$ cat src/rtl/uart_tx_fifo.sv
// UART transmitter with an integrated baud-tick generator and a small transmit FIFO.
// Words are framed LSB-first and sent back-to-back while the FIFO holds data.
module uart_tx_fifo #(
  parameter int CLK_HZ    = 10_000_000,
  parameter int BAUD      = 115200,
  parameter int DATA_BITS = 8,
  parameter int PARITY    = 0,
  parameter int STOP_BITS = 1,
  parameter int DEPTH     = 4,
  parameter int LW        = $clog2(DEPTH + 1)
) (
  input  logic                 clk,
  input  logic                 nRst,
  input  logic [DATA_BITS-1:0] txData,
  input  logic                 txValid,
  output logic                 txReady,
  output logic [LW-1:0]        fifoLevel,
  output logic                 txBusy,
  output logic                 uTx
);

  localparam int DIV = (CLK_HZ + BAUD / 2) / BAUD;
  localparam int CW  = (DIV > 1) ? $clog2(DIV) : 1;
  localparam int PW  = $clog2(DEPTH);
  localparam int IW  = $clog2(DATA_BITS);

  localparam logic [CW-1:0] BIT_LAST   = CW'(DIV - 1);
  localparam logic [IW-1:0] DATA_LAST  = IW'(DATA_BITS - 1);
  localparam logic [IW-1:0] STOP_LAST  = IW'(STOP_BITS - 1);
  localparam logic [LW-1:0] LEVEL_FULL = LW'(DEPTH);

  typedef enum logic [2:0] {
    IDLE,
    START,
    DATA,
    PAR_BIT,
    STOP
  } state_t;

  state_t               state, stateNext;
  logic [CW-1:0]        bitCnt, bitCntNext;
  logic [IW-1:0]        bitIdx, bitIdxNext;
  logic [DATA_BITS-1:0] shiftReg, shiftNext;
  logic                 parityBit, parityNext;
  logic                 uTxNext;
  logic                 bitEnd;
  logic                 push;
  logic                 pop;

  logic [DATA_BITS-1:0] mem [DEPTH];
  logic [PW-1:0]        wrPtr, rdPtr;
  logic [DATA_BITS-1:0] head;

  assign txReady = (fifoLevel != LEVEL_FULL);
  assign txBusy  = (state != IDLE) || (fifoLevel != '0);
  assign push    = txValid && txReady;
  assign head    = mem[rdPtr];
  assign bitEnd  = (bitCnt == BIT_LAST);

  // NOTE: every signal gets a default before the case so no path leaves one unassigned (no latches).
  always_comb begin
    stateNext  = state;
    bitCntNext = bitEnd ? '0 : bitCnt + 1'b1;
    bitIdxNext = bitIdx;
    shiftNext  = shiftReg;
    parityNext = parityBit;
    pop        = 1'b0;

    case (state)
      IDLE: begin
        bitCntNext = '0;
        if (fifoLevel != '0) begin
          pop       = 1'b1;
          stateNext = START;
        end
      end
      START: begin
        if (bitEnd) begin
          stateNext  = DATA;
          bitIdxNext = '0;
        end
      end
      DATA: begin
        if (bitEnd) begin
          shiftNext = shiftReg >> 1;
          if (bitIdx == DATA_LAST) begin
            stateNext  = (PARITY != 0) ? PAR_BIT : STOP;
            bitIdxNext = '0;
          end else begin
            bitIdxNext = bitIdx + 1'b1;
          end
        end
      end
      PAR_BIT: begin
        if (bitEnd) begin
          stateNext  = STOP;
          bitIdxNext = '0;
        end
      end
      STOP: begin
        if (bitEnd) begin
          if (bitIdx == STOP_LAST) begin
            // Chain straight into the next start bit when more words are queued.
            if (fifoLevel != '0) begin
              pop       = 1'b1;
              stateNext = START;
            end else begin
              stateNext = IDLE;
            end
          end else begin
            bitIdxNext = bitIdx + 1'b1;
          end
        end
      end
      default: stateNext = IDLE;
    endcase

    if (pop) begin
      shiftNext  = head;
      parityNext = (PARITY == 1) ? ~^head : ^head;
    end

    // The line level is derived from the next state so uTx comes straight from a flop.
    case (stateNext)
      START:   uTxNext = 1'b0;
      DATA:    uTxNext = shiftNext[0];
      PAR_BIT: uTxNext = parityNext;
      default: uTxNext = 1'b1;
    endcase
  end

  // NOTE: sequential state uses <= so every flop samples the pre-edge values of its sources.
  always_ff @(posedge clk) begin
    if (!nRst) begin
      state     <= IDLE;
      bitCnt    <= '0;
      bitIdx    <= '0;
      shiftReg  <= '0;
      parityBit <= 1'b0;
      uTx       <= 1'b1;
      wrPtr     <= '0;
      rdPtr     <= '0;
      fifoLevel <= '0;
    end else begin
      state     <= stateNext;
      bitCnt    <= bitCntNext;
      bitIdx    <= bitIdxNext;
      shiftReg  <= shiftNext;
      parityBit <= parityNext;
      uTx       <= uTxNext;
      if (push) wrPtr <= wrPtr + 1'b1;
      if (pop)  rdPtr <= rdPtr + 1'b1;
      case ({push, pop})
        2'b10:   fifoLevel <= fifoLevel + 1'b1;
        2'b01:   fifoLevel <= fifoLevel - 1'b1;
        default: fifoLevel <= fifoLevel;
      endcase
    end
  end

  // NOTE: storage is not reset; the pointers and level alone decide which entries are valid.
  always_ff @(posedge clk) begin
    if (push) mem[wrPtr] <= txData;
  end

endmodule

$ cat config.mk
export PLATFORM = sky130hd
export DESIGN_NAME = uart_tx_fifo
export DESIGN_NICKNAME = d
export VERILOG_FILES = /design/src/rtl/uart_tx_fifo.sv
export SDC_FILE = /design/constraint.sdc
export NUM_CORES = 1
export LEC_CHECK = 0
export CAP_MARGIN = 10
export CELL_PAD_IN_SITES_DETAIL_PLACEMENT = 1
export CELL_PAD_IN_SITES_GLOBAL_PLACEMENT = 1
export CORE_UTILIZATION = 45
export CTS_CLUSTER_DIAMETER = 100
export DETAILED_ROUTE_END_ITERATION = 8
export GPL_ROUTABILITY_DRIVEN = 0
export HOLD_SLACK_MARGIN = 0.02
export PLACE_DENSITY = 0.79
export RECOVER_POWER = 25
export SYNTH_ARGS = -nofsm -noshare
export SYNTH_HDL_FRONTEND = slang
export SYNTH_SLANG_ARGS = --single-unit
$ cat constraint.sdc
create_clock -name clk -period 4 [get_ports clk]
set_clock_uncertainty 0.1 [all_clocks]
set_input_delay 0.8 -clock clk [delete_from_list [all_inputs] [get_ports clk]]
set_output_delay 0.8 -clock clk [all_outputs]
set_load 0.01 [all_outputs]
==> results of run 1 <==
[worst max-delay path, cell delays in order, from the launching register on]
cell and delay (ps):
dfxtp_1 340, and4bb_2 350, nand4_1 160, a21o_1 390, inv_2 250, ha_1 250, inv_1 70, fa_1 400
xor2_1 180, or3_1 340, a21oi_1 170
[synthesized netlist by cell type (2+ instances only)]
library cell / instances / area [µm²]
or3_1: 2 / 12.51
ha_1: 10 / 125.1
nand3b_1: 3 / 22.52
xor2_1: 4 / 35.03
nand2b_1: 4 / 25.02
xnor2_1: 11 / 96.34
a31oi_1: 3 / 18.77
a311oi_1: 3 / 26.28
o21ai_0: 5 / 25.02
nor2_1: 23 / 86.33
buf_2: 2 / 10.01
a21o_1: 2 / 15.01
nand3_1: 8 / 40.04
clkbuf_1: 3 / 11.26
a21oi_1: 12 / 60.06
nor3_1: 3 / 15.01
edfxtp_1: 32 / 960.9
dfxtp_1: 32 / 640.6
nand2_1: 15 / 56.30
inv_1: 11 / 41.29
a211oi_1: 2 / 15.01
mux2i_1: 2 / 20.02
mux4_2: 8 / 180.2
nor2b_1: 2 / 12.51
and3_1: 8 / 50.05
[stage by stage]
| step | setup slack [ps] | instance area (µm²) | power [mW] |
|---|---|---|---|
| after floorplan | 1529 | 2801 | 1.361 |
| after global placement | 1130 | 3002 | 1.511 |
| after detailed placement | 1042 | 3002 | 1.541 |
| after CTS | 894.6 | 3197 | 2.134 |
| after global routing | 716.3 | 3197 | 2.236 |
| final | 908.0 | 3197 | 2.108 |
[cell usage in the layout (no fill, tap or decap), drive strengths merged, types with 2 or more instances in the layout]
cell type      Yosys  final
dlygate4sd3        0      7
clkinvlp           0      2
xor2               4      4
clkbuf             4      9
nand3b             3      3
nor2              23     23
clkinv             0      3
dfxtp             32     32
clkdlybuf4s50      0      9
and3               8      8
o21ai              5      5
nand2b             4      4
a31oi              3      3
mux2i              2      2
nand3              8      8
nand2             15     15
nor3               4      4
a211oi             2      2
nor2b              2      2
a311oi             3      3
a21o               2      2
ha                10     10
nand4              2      2
a21oi             12     12
inv               12     13
or3                2      2
xnor2             11     11
mux4               8      8
edfxtp            32     32
[report_power, final]
part | total [mW] | internal (mW) | switching, mW
Sequential | 0.887 | 0.798 | 0.0893
Clock | 0.561 | 0.287 | 0.274
Combinational | 0.659 | 0.302 | 0.358
[final cells by class]
type                       count  area, µm²  share of cell area (%)
clock buffer                   9      123.9                   3.875
sequential                    64       1602                   50.10
timing repair buffer          16      160.2                   5.010
multi-input combinational    146       1101                   34.44
inverter                      12      45.04                   1.409
clock inverter                 7      71.32                   2.231
tap                           75      93.84                   2.935
[worst min path at each step]
stage           endpoint  slack [ps]       from  depth (start not counted)
4_1_cts        bitCnt[0]         370  bitCnt[0]                          1
5_1_grt        bitCnt[0]         390  bitCnt[0]                          1
6_report       bitCnt[0]         360  bitCnt[0]                          1
3_3_place_gp   bitCnt[0]         340  bitCnt[0]                          1
2_1_floorplan  bitCnt[0]         330  bitCnt[0]                          1
3_5_place_dp   bitCnt[0]         350  bitCnt[0]                          1
[layer usage]
metal	wire (µm)	part of all wire (%)	GRT usage (%)
met5	0	0	0
met4	125	2.1	9.643
met3	184	3.0	6.292
met2	3094	51	35.97
met1	2680	44	25.75
[state kept, by name, indices dropped and copies added, names as in the netlist, named ones only]
register   count
bitIdx         3
uTx            1
mem           32
shiftReg       8
bitCnt         7
wrPtr          2
rdPtr          2
state          3
fifoLevel      3
parityBit      1
[kinds of logic (layout without fill, tap and decap cells)]
group / Yosys count / count (layout) / share of synthesized area, %
AOI/OAI and AO/OA: 33 / 33 / 7.727
xor gates and xnor gates: 15 / 15 / 4.689
adders and majority gates: 11 / 11 / 5.181
buffers and inverters: 20 / 44 / 3.528
DFF: 64 / 64 / 57.17
muxes: 11 / 11 / 7.548
and+or+nand+nor: 76 / 76 / 14.16
==> out/qor.txt, run 1 <==
Final min period: 3092 ps
gr ovfl total: 0
vias in the first global route: 1982
CTS resizes: 0
Max VDD drop: 373.2 µV
Placement Rows: 28
Synth Instances: 230
Async SR Flop Fraction: 0%
EDFF count, synth: 32
syn nets: 252
Core Box Area: 5956 µm²
reg-to-reg slack, setup: 910 ps
Critical Path Sink Type: flop
ys flop type: edfxtp_1
Hold/Removal Path Class: reg -> reg
outcome: finished clean
yosys warns: 0
Max Slew Vio Count: 0
Iteration-0 DRC Markers: 89
GR Util All Layers: 21.57%
Die Area: 6545 µm²
Placed Cells: 313
DP HPWL: 3872 µm
Setup crit start: bitCnt[3]
share of cells above drive strength 1: 11.81%
Final nets: 271
# setup viols final: 0
final period utilization: 77.30%
# fillers: 627
Max H-tree Level: 3
largest net degree at the start of global routing: 22
Sum Neg Setup Slack: 0 ps
Core Util, Final: 53.68%
#FFs+latches synth: 64
Worst-Margin Slew: 856.1 ps
RSZ-0062 raised after global routing: false
crit path to: fifoLevel[2]
# diodes: 0
total CTS buffers: 9
residual DRC count: 0
RR Startpoint: bitCnt[3]
Leak: 1.114 nW
I/O pin count: 17
drt first pass iters: 4
Initial Util: 47.04%
average wire per standard cell: 18.50 µm
R2R Path End: fifoLevel[2]
clock buffer depth: 2
Pwr per Cell Area: 659.3 nW/µm²
number of vias per cell: 5.505
final hold violations: 0
die width: 80.90 µm
worst path required time: 4160 ps
CTS tree: built
Post-Synthesis Cell Area: 2801 µm²
global-route wire length before repair: 9942 µm
R2R depth: 10
CP startpoint kind: flop
Clock Sinks: 64
sequential fraction of the synthesis area: 57.17%
MaxCap Viol Count: 0
hold_buf cts: 0
worst-path maximum fanout: 15
relative slew slack: 42.03%
initial antenna violation count: 0
via count: 1811
crit path kind: reg -> reg
clock root buffer: clkbuf_8
Peak Freq: 323.4 MHz
post-route ant nets: 0
Total Routed Length: 6085 µm
number of port buffers: 16
CTS clk-pin slew, worst paths: 70 ps
Arr. time, crit path: 3250 ps
Final Non-Filler Cells: 329
Layout Area Growth over Synthesis: 14.11%
Hold Slack: 364.9 ps
syn avg cell area: 12.18 µm²
Synth cell types: 45
die height: 80.90 µm
clock insertion delay at the later pin of the skew report: 350 ps
Post-CTS Setup Bufs: 0
Note: power is estimated with default switching activity, not from simulation.
==> run 2: changes to the inputs <==
Clock period 4 ns to 3.14 ns, I/O delays scaled along.
==> run 2 against run 1 <==
Maximum frequency up 10%. Core utilization up 1.0 points. Cell area increased by 1.9%. Sequential power grew 25%. Total power grew 32%. Critical endpoint unchanged. Largest cell class unchanged.
==> out/qor.txt, run 2 (synthesis gave the netlist of run 1 again) <==
outcome: finished clean
Arr. time, crit path: 2970 ps
final period utilization: 89.22%
Cell Area, Placed: 3032 µm²
register share of total power: 39.9%
Slowest cell on crit path: fa_1
Worst-Margin Slew: 964.8 ps
average wire per standard cell: 17.18 µm
clock root buffer: clkbuf_8
GR Util All Layers: 20.53%
vias in the first global route: 1936
Clk pwr share: 29.2%
Placement Rows: 28
post-route ant nets: 0
number of port buffers: 16
gr ovfl total: 0
die width: 80.90 µm
max FFs per register: 32
Peak Freq: 357.0 MHz
Total Routed Length: 5721 µm
Post-CTS Setup Bufs: 0
DP HPWL: 3881 µm
WP buf/inv: 2
switching power: 0.9145 mW
Final nets: 275
worst-path maximum fanout: 10
CTS resizes: 0
I/O pin count: 17
Hold Slack: 368.3 ps
Sw Ratio: 32.83%
Comb power frac: 30.9%
Sum Neg Setup Slack: 0 ps
Hold/Removal Path Class: reg -> reg
Max H-tree Level: 3
Final min period: 2801 ps
Max Slew Vio Count: 0
CP startpoint kind: flop
residual DRC count: 0
R2R Path End: fifoLevel[2]
Initial Util: 47.04%
largest net degree at the start of global routing: 22
post-route cell area: 3258 µm²
Internal: 1.871 mW
Leak: 1.152 nW
via count: 1818
CTS tree: built
total CTS buffers: 9
min-delay src: bitCnt[0]
Core Util, Final: 54.71%
final hold violations: 0
relative slew slack: 34.67%
CP Depth: 10
Crit path max-delay family: simple AND/OR/NAND/NOR gates
Hold Crit Depth: 1
Critical Path Sink Type: flop
clock insertion delay at the later pin of the skew report: 350 ps
R2R depth: 10
crit path to: fifoLevel[2]
Setup crit start: bitCnt[3]
initial antenna violation count: 0
Die Area: 6545 µm²
Layout Area Growth over Synthesis: 16.30%
critical path, cell by cell: and4bb_2, nand4_1, a21o_1, inv_2, ha_1, inv_1, fa_1, xor2_1, or3_1, a21oi_1
most frequent cells in the layout: dfxtp_1 (32), edfxtp_1 (32), nor2_1 (23), nand2_1 (15), a21oi_1 (12)
CP max stage delay: 370 ps
hold_buf cts: 0
# setup viols final: 0
worst path required time: 3310 ps
# diodes: 0
number of vias per cell: 5.459
Iteration-0 DRC Markers: 120
reg-to-reg slack, setup: 340 ps
RR Startpoint: bitCnt[3]
Clock Sinks: 64
Max VDD drop: 407.8 µV
die height: 80.90 µm
drt first pass iters: 4
total power: 2.786 mW
CTS clk-pin slew, worst paths: 80 ps
clock buffer depth: 2
global-route wire length before repair: 9632 µm
Pwr per Cell Area: 855.1 nW/µm²
Core Box Area: 5956 µm²
share of cells above drive strength 1: 13.57%
crit path kind: reg -> reg
largest registers: mem x32, shiftReg x8, bitCnt x7
Reg with most FFs: mem
RSZ-0062 raised after global routing: false
MaxCap Viol Count: 0
## run 2: layout make-up
class,count,area (µm²)
clock buffer,9,123.9
clock inverter,7,102.6
tap,75,93.84
multi-input combinational,146,1101
fill,645,2698
sequential,64,1602
timing repair buffer,20,190.2
inverter,12,45.04
## run 2: power by group through the flow
stage | sequential, mW | clock, mW | combinational (mW)
3_5_place_dp | 1.13 | 0 | 0.860
6_report | 1.11 | 0.815 | 0.860
3_3_place_gp | 1.12 | 0 | 0.828
2_1_floorplan | 1.09 | 0 | 0.644
5_1_grt | 1.14 | 0.857 | 0.959
4_1_cts | 1.12 | 0.826 | 0.877
## run 2: through the flow
step                setup WS, ps  std cells
finish                     338.6        333
global route               148.9        333
CTS                        299.5        333
detailed placement         362.1        317
global placement           450.1        317
floorplan                  668.9        230
## run 2: worst min path at each step
stage           endpoint  slack, ps
3_3_place_gp   bitCnt[0]        340
4_1_cts        bitCnt[0]        370
3_5_place_dp   bitCnt[0]        350
5_1_grt        bitCnt[0]        420
2_1_floorplan  bitCnt[0]        330
6_report       bitCnt[0]        370
## run 2: per-layer routing
layer	GRT usage [%]	vias up	wire length (µm)	share of wire [%]
li1	-	876	-	-
met1	25.75	910	2636	46
met2	33.53	21	2838	50
met3	4.719	11	128	2.2
met4	9.643	0	118	2.1
met5	0	-	0	0
==> run 3: changes to the inputs <==
Settings changed: CAP_MARGIN 10 to 0.
==> results of run 3 <==
No change in the layout: final DEF, timing and power equal those of run 2.
